--- src/rtl/fb_pkg.sv ---
// Shared frame-buffer definitions: geometry, fill-engine state encoding and the {y,x} address packing.
// READ state exists only when FB_RECT_XOR_EN is defined.
package fb_pkg;

  localparam int FB_X_WIDTH    = 8;
  localparam int FB_Y_WIDTH    = 7;
  localparam int FB_ADDR_WIDTH = 15;

  typedef enum logic [1:0] {
    IDLE    = 2'd0,
    FILL    = 2'd1,
    DONE_ST = 2'd2
`ifdef FB_RECT_XOR_EN
    ,
    READ    = 2'd3
`endif
  } fill_state_t;

  // Same packing is used by the frame buffer and the VGA reader: row in the MSBs.
  function automatic logic [FB_ADDR_WIDTH-1:0] fb_addr_pack(
    input logic [FB_Y_WIDTH-1:0] y,
    input logic [FB_X_WIDTH-1:0] x
  );
    return {y, x};
  endfunction

endpackage

--- src/rtl/fb_raster_counter.sv ---
// Raster-order x/y walker over a latched rectangle; x wraps to xl and y steps when x reaches xh.
module fb_raster_counter #(
  parameter int X_WIDTH = 8,
  parameter int Y_WIDTH = 7
) (
  input  logic               clk,
  input  logic               rst_n,
  input  logic               load,
  input  logic               advance,
  input  logic [X_WIDTH-1:0] xl,
  input  logic [X_WIDTH-1:0] xh,
  input  logic [Y_WIDTH-1:0] yl,
  input  logic [Y_WIDTH-1:0] yh,
  output logic [X_WIDTH-1:0] x,
  output logic [Y_WIDTH-1:0] y,
  output logic               last
);

  logic [X_WIDTH-1:0] x_reg, xl_reg, xh_reg;
  logic [Y_WIDTH-1:0] y_reg, yh_reg;

  // Compare before increment: the sequencer never advances on the last pixel, so no wrap is issued.
  always_ff @(posedge clk or negedge rst_n) begin
    if (!rst_n) begin
      x_reg  <= '0;
      y_reg  <= '0;
      xl_reg <= '0;
      xh_reg <= '0;
      yh_reg <= '0;
    end else if (load) begin
      x_reg  <= xl;
      y_reg  <= yl;
      xl_reg <= xl;
      xh_reg <= xh;
      yh_reg <= yh;
    end else if (advance) begin
      if (x_reg == xh_reg) begin
        x_reg <= xl_reg;
        y_reg <= y_reg + 1'b1;
      end else begin
        x_reg <= x_reg + 1'b1;
      end
    end
  end

  assign x    = x_reg;
  assign y    = y_reg;
  assign last = (x_reg == xh_reg) && (y_reg == yh_reg);

endmodule

--- src/rtl/fb_rect_fill.sv ---
// Rectangle-fill engine writing the 1-bit frame buffer through port A, one pixel per cycle.
// Define FB_RECT_XOR_EN to add the XOR input and the read-modify-write READ state.
module fb_rect_fill
  import fb_pkg::*;
#(
  parameter int X_WIDTH = FB_X_WIDTH,
  parameter int Y_WIDTH = FB_Y_WIDTH
) (
  input  logic                       CLK,
  input  logic                       RESETN,
  input  logic                       START,
  input  logic                       ABORT,
  input  logic [X_WIDTH-1:0]         X0,
  input  logic [X_WIDTH-1:0]         X1,
  input  logic [Y_WIDTH-1:0]         Y0,
  input  logic [Y_WIDTH-1:0]         Y1,
  input  logic                       COLOUR,
`ifdef FB_RECT_XOR_EN
  input  logic                       XOR,
`endif
  output logic                       BUSY,
  output logic                       DONE,
  output logic [X_WIDTH+Y_WIDTH-1:0] FB_ADDR,
  output logic                       FB_DATA,
  output logic                       FB_WE,
  input  logic                       FB_RDATA
);

  fill_state_t state_reg, state_next;
  logic we_reg, we_next;
  logic busy_reg, busy_next;
  logic done_reg, done_next;
  logic colour_reg;
  logic load, advance, last;
  logic [X_WIDTH-1:0] xl, xh, x;
  logic [Y_WIDTH-1:0] yl, yh, y;

  assign xl = (X0 < X1) ? X0 : X1;
  assign xh = (X0 < X1) ? X1 : X0;
  assign yl = (Y0 < Y1) ? Y0 : Y1;
  assign yh = (Y0 < Y1) ? Y1 : Y0;

  fb_raster_counter #(
    .X_WIDTH (X_WIDTH),
    .Y_WIDTH (Y_WIDTH)
  ) u_counter (
    .clk     (CLK),
    .rst_n   (RESETN),
    .load    (load),
    .advance (advance),
    .xl      (xl),
    .xh      (xh),
    .yl      (yl),
    .yh      (yh),
    .x       (x),
    .y       (y),
    .last    (last)
  );

`ifdef FB_RECT_XOR_EN
  logic xor_reg;
`else
  logic unused_rdata;
  assign unused_rdata = FB_RDATA;
`endif

  always_ff @(posedge CLK or negedge RESETN) begin
    if (!RESETN) begin
      state_reg  <= IDLE;
      we_reg     <= 1'b0;
      busy_reg   <= 1'b0;
      done_reg   <= 1'b0;
      colour_reg <= 1'b0;
`ifdef FB_RECT_XOR_EN
      xor_reg    <= 1'b0;
`endif
    end else begin
      state_reg <= state_next;
      we_reg    <= we_next;
      busy_reg  <= busy_next;
      done_reg  <= done_next;
      if (load) begin
        colour_reg <= COLOUR;
`ifdef FB_RECT_XOR_EN
        xor_reg    <= XOR;
`endif
      end
    end
  end

  // BUSY is already low while DONE is shown, so START is accepted in DONE_ST as well as IDLE.
  always_comb begin
    state_next = state_reg;
    we_next    = 1'b0;
    busy_next  = 1'b0;
    done_next  = 1'b0;
    load       = 1'b0;
    advance    = 1'b0;
    case (state_reg)
      IDLE, DONE_ST: begin
        state_next = IDLE;
        if (START) begin
          load       = 1'b1;
          busy_next  = 1'b1;
          state_next = FILL;
          we_next    = 1'b1;
`ifdef FB_RECT_XOR_EN
          if (XOR) begin
            state_next = READ;
            we_next    = 1'b0;
          end
`endif
        end
      end
      FILL: begin
        if (ABORT) begin
          state_next = IDLE;
        end else if (last) begin
          state_next = DONE_ST;
          done_next  = 1'b1;
        end else begin
          advance    = 1'b1;
          busy_next  = 1'b1;
          state_next = FILL;
          we_next    = 1'b1;
`ifdef FB_RECT_XOR_EN
          if (xor_reg) begin
            state_next = READ;
            we_next    = 1'b0;
          end
`endif
        end
      end
`ifdef FB_RECT_XOR_EN
      READ: begin
        if (ABORT) begin
          state_next = IDLE;
        end else begin
          state_next = FILL;
          busy_next  = 1'b1;
          we_next    = 1'b1;
        end
      end
`endif
      default: state_next = IDLE;
    endcase
  end

  assign BUSY    = busy_reg;
  assign DONE    = done_reg;
  assign FB_WE   = we_reg;
  assign FB_ADDR = fb_addr_pack(y, x);
`ifdef FB_RECT_XOR_EN
  // Port-A read data arrives one cycle after READ presented the address, i.e. during FILL.
  assign FB_DATA = colour_reg ^ (xor_reg & FB_RDATA);
`else
  assign FB_DATA = colour_reg;
`endif

endmodule

--- config.mk ---
export PLATFORM = sky130hd
export DESIGN_NAME = fb_rect_fill
export DESIGN_NICKNAME = d
export VERILOG_FILES = /design/src/rtl/fb_pkg.sv /design/src/rtl/fb_raster_counter.sv /design/src/rtl/fb_rect_fill.sv
export SDC_FILE = /design/constraint.sdc
export NUM_CORES = 1
export LEC_CHECK = 0
export BUFFER_PORTS_ARGS = -buffer_cell sky130_fd_sc_hd__buf_4
export CAP_MARGIN = 20
export CORE_ASPECT_RATIO = 0.9
export CORE_MARGIN = 10
export CORE_UTILIZATION = 55
export DETAILED_ROUTE_END_ITERATION = 10
export MAX_ROUTING_LAYER = met4
export PLACE_DENSITY = 0.79
export SLEW_MARGIN = 40
export SYNTH_ARGS = -nofsm -noshare
export SYNTH_HDL_FRONTEND = slang
export SYNTH_SLANG_ARGS = --single-unit
--- constraint.sdc ---
create_clock -name CLK -period 2.55 [get_ports CLK]
set_clock_uncertainty 0.2 [all_clocks]
set_input_delay 0.1275 -clock CLK [delete_from_list [all_inputs] [get_ports CLK]]
set_output_delay 0.1275 -clock CLK [all_outputs]
set_load 0.01 [all_outputs]
==> out/metrics.cfg, run 1 <==
[run_status]
status = completed

[synth]
ys_ff_latch = 42
synth_common_cells = dfrtp_1, mux2i_1, a21oi_1
syn_avg_cell_area_um2 = 9.58
synth.most_common_cell = dfrtp_1
ys.flop_type = dfrtp_1
synth_edf_count = 0
syn_area_um2 = 2760
ys_warn_count = 0
yosys-top-cells-area = dfrtp_1, mux2i_1, ha_1
netlist.area_leader.share_pct = 38.1
synth_top_cell_by_area = dfrtp_1
ys_types = 53
async_flop_share_pct = 100
yosysSeqAreaShare_pct = 38.1
netlist_instances = 288
synth_nets = 339

[sta]
post-route-period-util_pct = 97.3
rsz0062_at_grt = true
timing.fmax_mhz = 403
slew_viol_final = 0
tightest_slew_ns = 0.615
relSlewSlack_pct = 58.8
final_hold_viol_count = 0
setup_viol = 0
post-route-min-period_ns = 2.48

[cells_and_area]
fin_cells = 443
drive_gt1_share_pct = 23.3
nets = 430
diodes = 0
areaGrowthSynthToFinish_pct = 33.0
fin_area_um2 = 3670

[power]
p_per_area_nw_per_um2 = 698
p_leak_nw = 1.72
vdd_ir_drop_max_v = 0.000533
finalPower_w = 0.00256

[global_routing]
grt_pass1_vias = 2497
grt_pass1_wl_mm = 11.9
overflow = 0
grt_max_degree = 43
antenna_found_initial = 0
grt_use_total_pct = 18.5

[cts]
clock_sink_count = 42
cts_tree = done
clk_pin_slew_worst_paths_ns = 0.07
htree_levels = 2
post_cts_buffers = 0
cts-root-buf = clkbuf_8
cts_made_buffers = 5
clk_latency_ns = 0.30
cts_buffer_depth = 2

[floorplan]
ios = 55
die_y_um = 87.2
core.rowCount = 24
die-area_um2 = 8250
die_w_um = 94.6
core-area_um2 = 4860
start_util_pct = 56.7

[hold_path]
min_from = X0[6]
min_path_cells = 4
hold_end = u_counter.xl_reg[6]$_DFFE_PN0P_
hold_path_class = input pin to register

[critical_path]
crit_path_end_kind = register
cp.arrival_ns = 2.52
required_ns = 2.59
r2r-end = u_counter.x[1]$_DFFE_PN0P_
critPathLaunchType = input pin
rr_startpoint = u_counter.y[2]$_DFFE_PN0P_
reg2reg_depth = 7
crit_type = input pin to register
worstPathMaxFanout = 9
r2r_slack_ns = 0.26

[placed_design]
gp_congestion = 0.820
place_hpwl_mm = 5.02
dp_cells = 405
place_area_um2 = 3250
numPortBuffers = 53

[drt]
vias = 2488
drt_iter0_drc = 152
drt_pass1_iterations = 4
wirelength_mm = 7.25
ant_nets = 0
via_per_inst = 5.62
wl_per_cell_um = 16.4
drc = 0

[flow_run]
maxCapViolCount = 0

critical path, stage by stage:
cell and delay [ns]:
dlygate4sd3_1 0.55, buf_4 0.15, ha_1 0.28, and3_1 0.19, a221o_1 0.34, a41oi_4 0.27, buf_4 0.23, nand2_1 0.06
o211ai_1 0.13, o211a_1 0.18
per-stage QoR:
stage,hold WS [ns],setup TNS (ns),worst slack (ns),util (%)
4_1_cts,0.0478,0,0.0263,75.1
6_report,0.0544,0,0.0687,75.4
2_1_floorplan,-0.368,0,0.481,-
3_3_place_gp,-0.0597,0,0.262,66.8
3_5_place_dp,-0.0560,0,0.215,66.8
5_1_grt,0.0821,-0.0643,-0.0201,75.4
final cells by class:
cell class,instances,area (µm²)
inverters,19,71.3
fillers,341,1200
flip-flops and latches,42,1050
well taps,65,81.3
repair buffers,97,812
clock buffers,6,82.6
multi-input cells,214,1570
layer usage:
metal  routed length [µm]  up-vias  share of wire (%)  global-route usage, %
li1                     -     1208                  -                      -
met1                 3010     1190                 42                   22.5
met2                 3620       72                 50                   30.0
met3                  532       18                7.3                   5.00
met4                   86        0                1.2                   4.21
met5                    0        -                  0                      -
worst max-delay path by stage:
stage / endpoint / slack [ns] / cells after the start / startpoint
floorplan: u_counter.x[1]$_DFFE_PN0P_ / 0.48 / 8 / u_counter.x[1]$_DFFE_PN0P_
global placement: u_counter.xl_reg[7]$_DFFE_PN0P_ / 0.26 / 9 / X0[4]
detailed placement: u_counter.xl_reg[7]$_DFFE_PN0P_ / 0.22 / 9 / X0[4]
CTS: u_counter.xl_reg[7]$_DFFE_PN0P_ / 0.03 / 11 / X1[5]
global route: u_counter.xh_reg[6]$_DFFE_PN0P_ / -0.02 / 9 / X0[5]
finish: u_counter.x[5]$_DFFE_PN0P_ / 0.07 / 10 / X0[5]
cells by family after synthesis:
logic type,synth area share [%]
buffers and inverters,5.49
muxes,9.80
adders and majority gates,6.81
DFF,38.1
xor gates and xnor gates,6.99
AOI/OAI and AO/OA,17.7
and+or+nand+nor,15.1
timing repair:
action | CTS | global route
gates resized for setup | 0 | 4
hold buffers | 32 | 0
setup endpoints to repair | 0 | 11
hold endpoints to repair | 67 | 0
layout by cell type (no fill, tap or decap), types with 4 or more instances in the layout:
master and instances:
dfrtp_1 42, nand3_1 10, xnor2_1 13, buf_4 64, o21ai_0 13, nand2_1 20, mux2i_1 27, and3_1 4
a21oi_1 19, o211ai_1 7, nor2_1 20, xor2_1 9, ha_1 15, nand4_1 4, dlygate4sd3_1 32, clkbuf_8 6
inv_1 18
where the power goes:
group	switching, W	internal, W	total [W]
registers	0.000193	0.000838	0.00103
clock network	0.000217	0.000209	0.000426
logic	0.000556	0.000550	0.00111
total	0.000965	0.00160	0.00256
No activity file was read; power rests on OpenSTA's default activity.
==> run 2, diff against run 1 <==
--- a/config.mk
+++ b/config.mk
@@ -9,10 +9,10 @@
 export CAP_MARGIN = 20
 export CORE_ASPECT_RATIO = 0.9
 export CORE_MARGIN = 10
-export CORE_UTILIZATION = 55
+export CORE_UTILIZATION = 45
 export DETAILED_ROUTE_END_ITERATION = 10
 export MAX_ROUTING_LAYER = met4
-export PLACE_DENSITY = 0.79
+export PLACE_DENSITY = 0.66
 export SLEW_MARGIN = 40
 export SYNTH_ARGS = -nofsm -noshare
 export SYNTH_HDL_FRONTEND = slang
==> out/metrics.cfg, run 2 (synthesis results as in run 1) <==
[power]
p_seq_share_pct = 37.3
comb_power_share_pct = 38.8
p_per_area_nw_per_um2 = 744
power.share.switching_pct = 35.0
p_sw_w = 0.000969
finalPower_w = 0.00277
p_clk_share_pct = 23.8
p_int_w = 0.00180
p_leak_nw = 1.74
vdd_ir_drop_max_v = 0.000484

[cts]
cts-root-buf = clkbuf_8
cts_buffer_depth = 2
clock_sink_count = 42
clk_pin_slew_worst_paths_ns = 0.09
clk_latency_ns = 0.30
cts_tree = done
cts_made_buffers = 5
htree_levels = 2

[hold_path]
hold_path_class = input pin to register
min_path_cells = 4

[sta]
rsz0062_at_grt = true
final_hold_viol_count = 0
post-route-period-util_pct = 97.0
tightest_slew_ns = 0.602
timing.fmax_mhz = 404
post-route-min-period_ns = 2.47
relSlewSlack_pct = 59.8
slew_viol_final = 0
setup_viol = 0

[placed_design]
gp_congestion = 0.790
place_hpwl_mm = 5.28
place_area_um2 = 3230
numPortBuffers = 53

[global_routing]
grt_max_degree = 43
overflow = 0
grt_use_total_pct = 15.8
grt_pass1_vias = 2522
grt_pass1_wl_mm = 12.1
antenna_found_initial = 0

[critical_path]
critPathLaunchType = input pin
required_ns = 2.53
cp.arrival_ns = 2.45
crit_type = input pin to register
reg2reg_depth = 7
r2r_slack_ns = 0.28
crit_path_end_kind = register
worstPathMaxFanout = 7

[floorplan]
die_w_um = 103
ios = 55
core-area_um2 = 5820
core.rowCount = 26
start_util_pct = 47.4
die_y_um = 94.3
die-area_um2 = 9660

[drt]
wl_per_cell_um = 16.3
vias = 2451
via_per_inst = 5.46
ant_nets = 0
wirelength_mm = 7.31
drc = 0
drt_pass1_iterations = 4
drt_iter0_drc = 128

[cells_and_area]
drive_gt1_share_pct = 23.0
mostFrequentLayoutCells = buf_4, dfrtp_1, dlygate4sd3_1
areaGrowthSynthToFinish_pct = 34.7
fill_cells = 489
nets = 429
multi_input_area_um2 = 1560
fin_area_um2 = 3710
layout_commonest_cell = buf_4
regArea_um2 = 1050
diodes = 0

[flow_run]
maxCapViolCount = 0

[run_status]
status = completed

run 2: changes by cell type in the layout (fill, tap and decap cells not counted), sizes merged:
cell    delta
buf        -1
bufinv     +2
run 2: worst paths after layout:
kind / startpoint / to
setup / recovery: X0[3] / u_counter.x[0]$_DFFE_PN0P_
hold / removal: X0[5] / u_counter.xl_reg[5]$_DFFE_PN0P_
setup reg to reg: u_counter.y[2]$_DFFE_PN0P_ / u_counter.x[1]$_DFFE_PN0P_
hold reg to reg: FB_DATA$_DFFE_PN0P_ / FB_DATA$_DFFE_PN0P_
max in group asynchronous: RESETN / u_counter.yh_reg[0]$_DFFE_PN0P_
min in group asynchronous: RESETN / u_counter.xh_reg[2]$_DFFE_PN0P_
run 2: repair_timing:
item	4_1_cts	5_1_grt
hold endpoints to repair	68	0
setup endpoints to repair	0	12
gates resized for setup	0	1
hold buffers	32	0
setup buffers	0	2
run 2: metrics by stage:
stage	hold WS, ns	setup TNS [ns]	cells	worst slack, ns	utilization [%]
floorplan	-0.368	0	288	0.481	-
CTS	0.0551	0	447	0.0285	63.5
finish	0.0507	0	449	0.0753	63.8
detailed placement	-0.0494	0	407	0.0895	55.5
global route	0.0738	-0.0333	449	-0.0114	63.8
global placement	-0.0525	0	407	0.160	55.5
run 2: power by group through the flow:
stage	sequential (W)	combinational, W	clock, W
2_1_floorplan	0.00105	0.000615	0
3_3_place_gp	0.00103	0.00100	0
3_5_place_dp	0.00104	0.00103	0
4_1_cts	0.00103	0.00107	0.000664
5_1_grt	0.00106	0.00119	0.000693
6_report	0.00103	0.00107	0.000659
run 2: worst max-delay path, cell delays in order:
cell and delay (ns):
dlygate4sd3_1 0.54, buf_4 0.14, ha_1 0.19, a21o_1 0.16, a221o_1 0.36, a41oi_4 0.30
buf_4 0.19, mux2i_2 0.24, and2_0 0.15, a31oi_1 0.04
run 2: cell type report:
cell class                      instances  share of cell area [%]
Clock buffer                            6                    2.22
Inverter                               19                    1.92
Clock inverter                          2                    1.62
Multi-Input combinational cell        214                    42.0
Timing Repair Buffer                   96                    21.6
Sequential cell                        42                    28.3
Tap cell                               70                    2.36
run 2: routing by layer:
metal,global-route usage [%],vias to the layer above,routed length [µm]
li1,-,1212,-
met1,19.9,1183,3340
met2,26.2,52,3640
met3,2.87,4,293
met4,2.46,0,38
met5,-,-,0
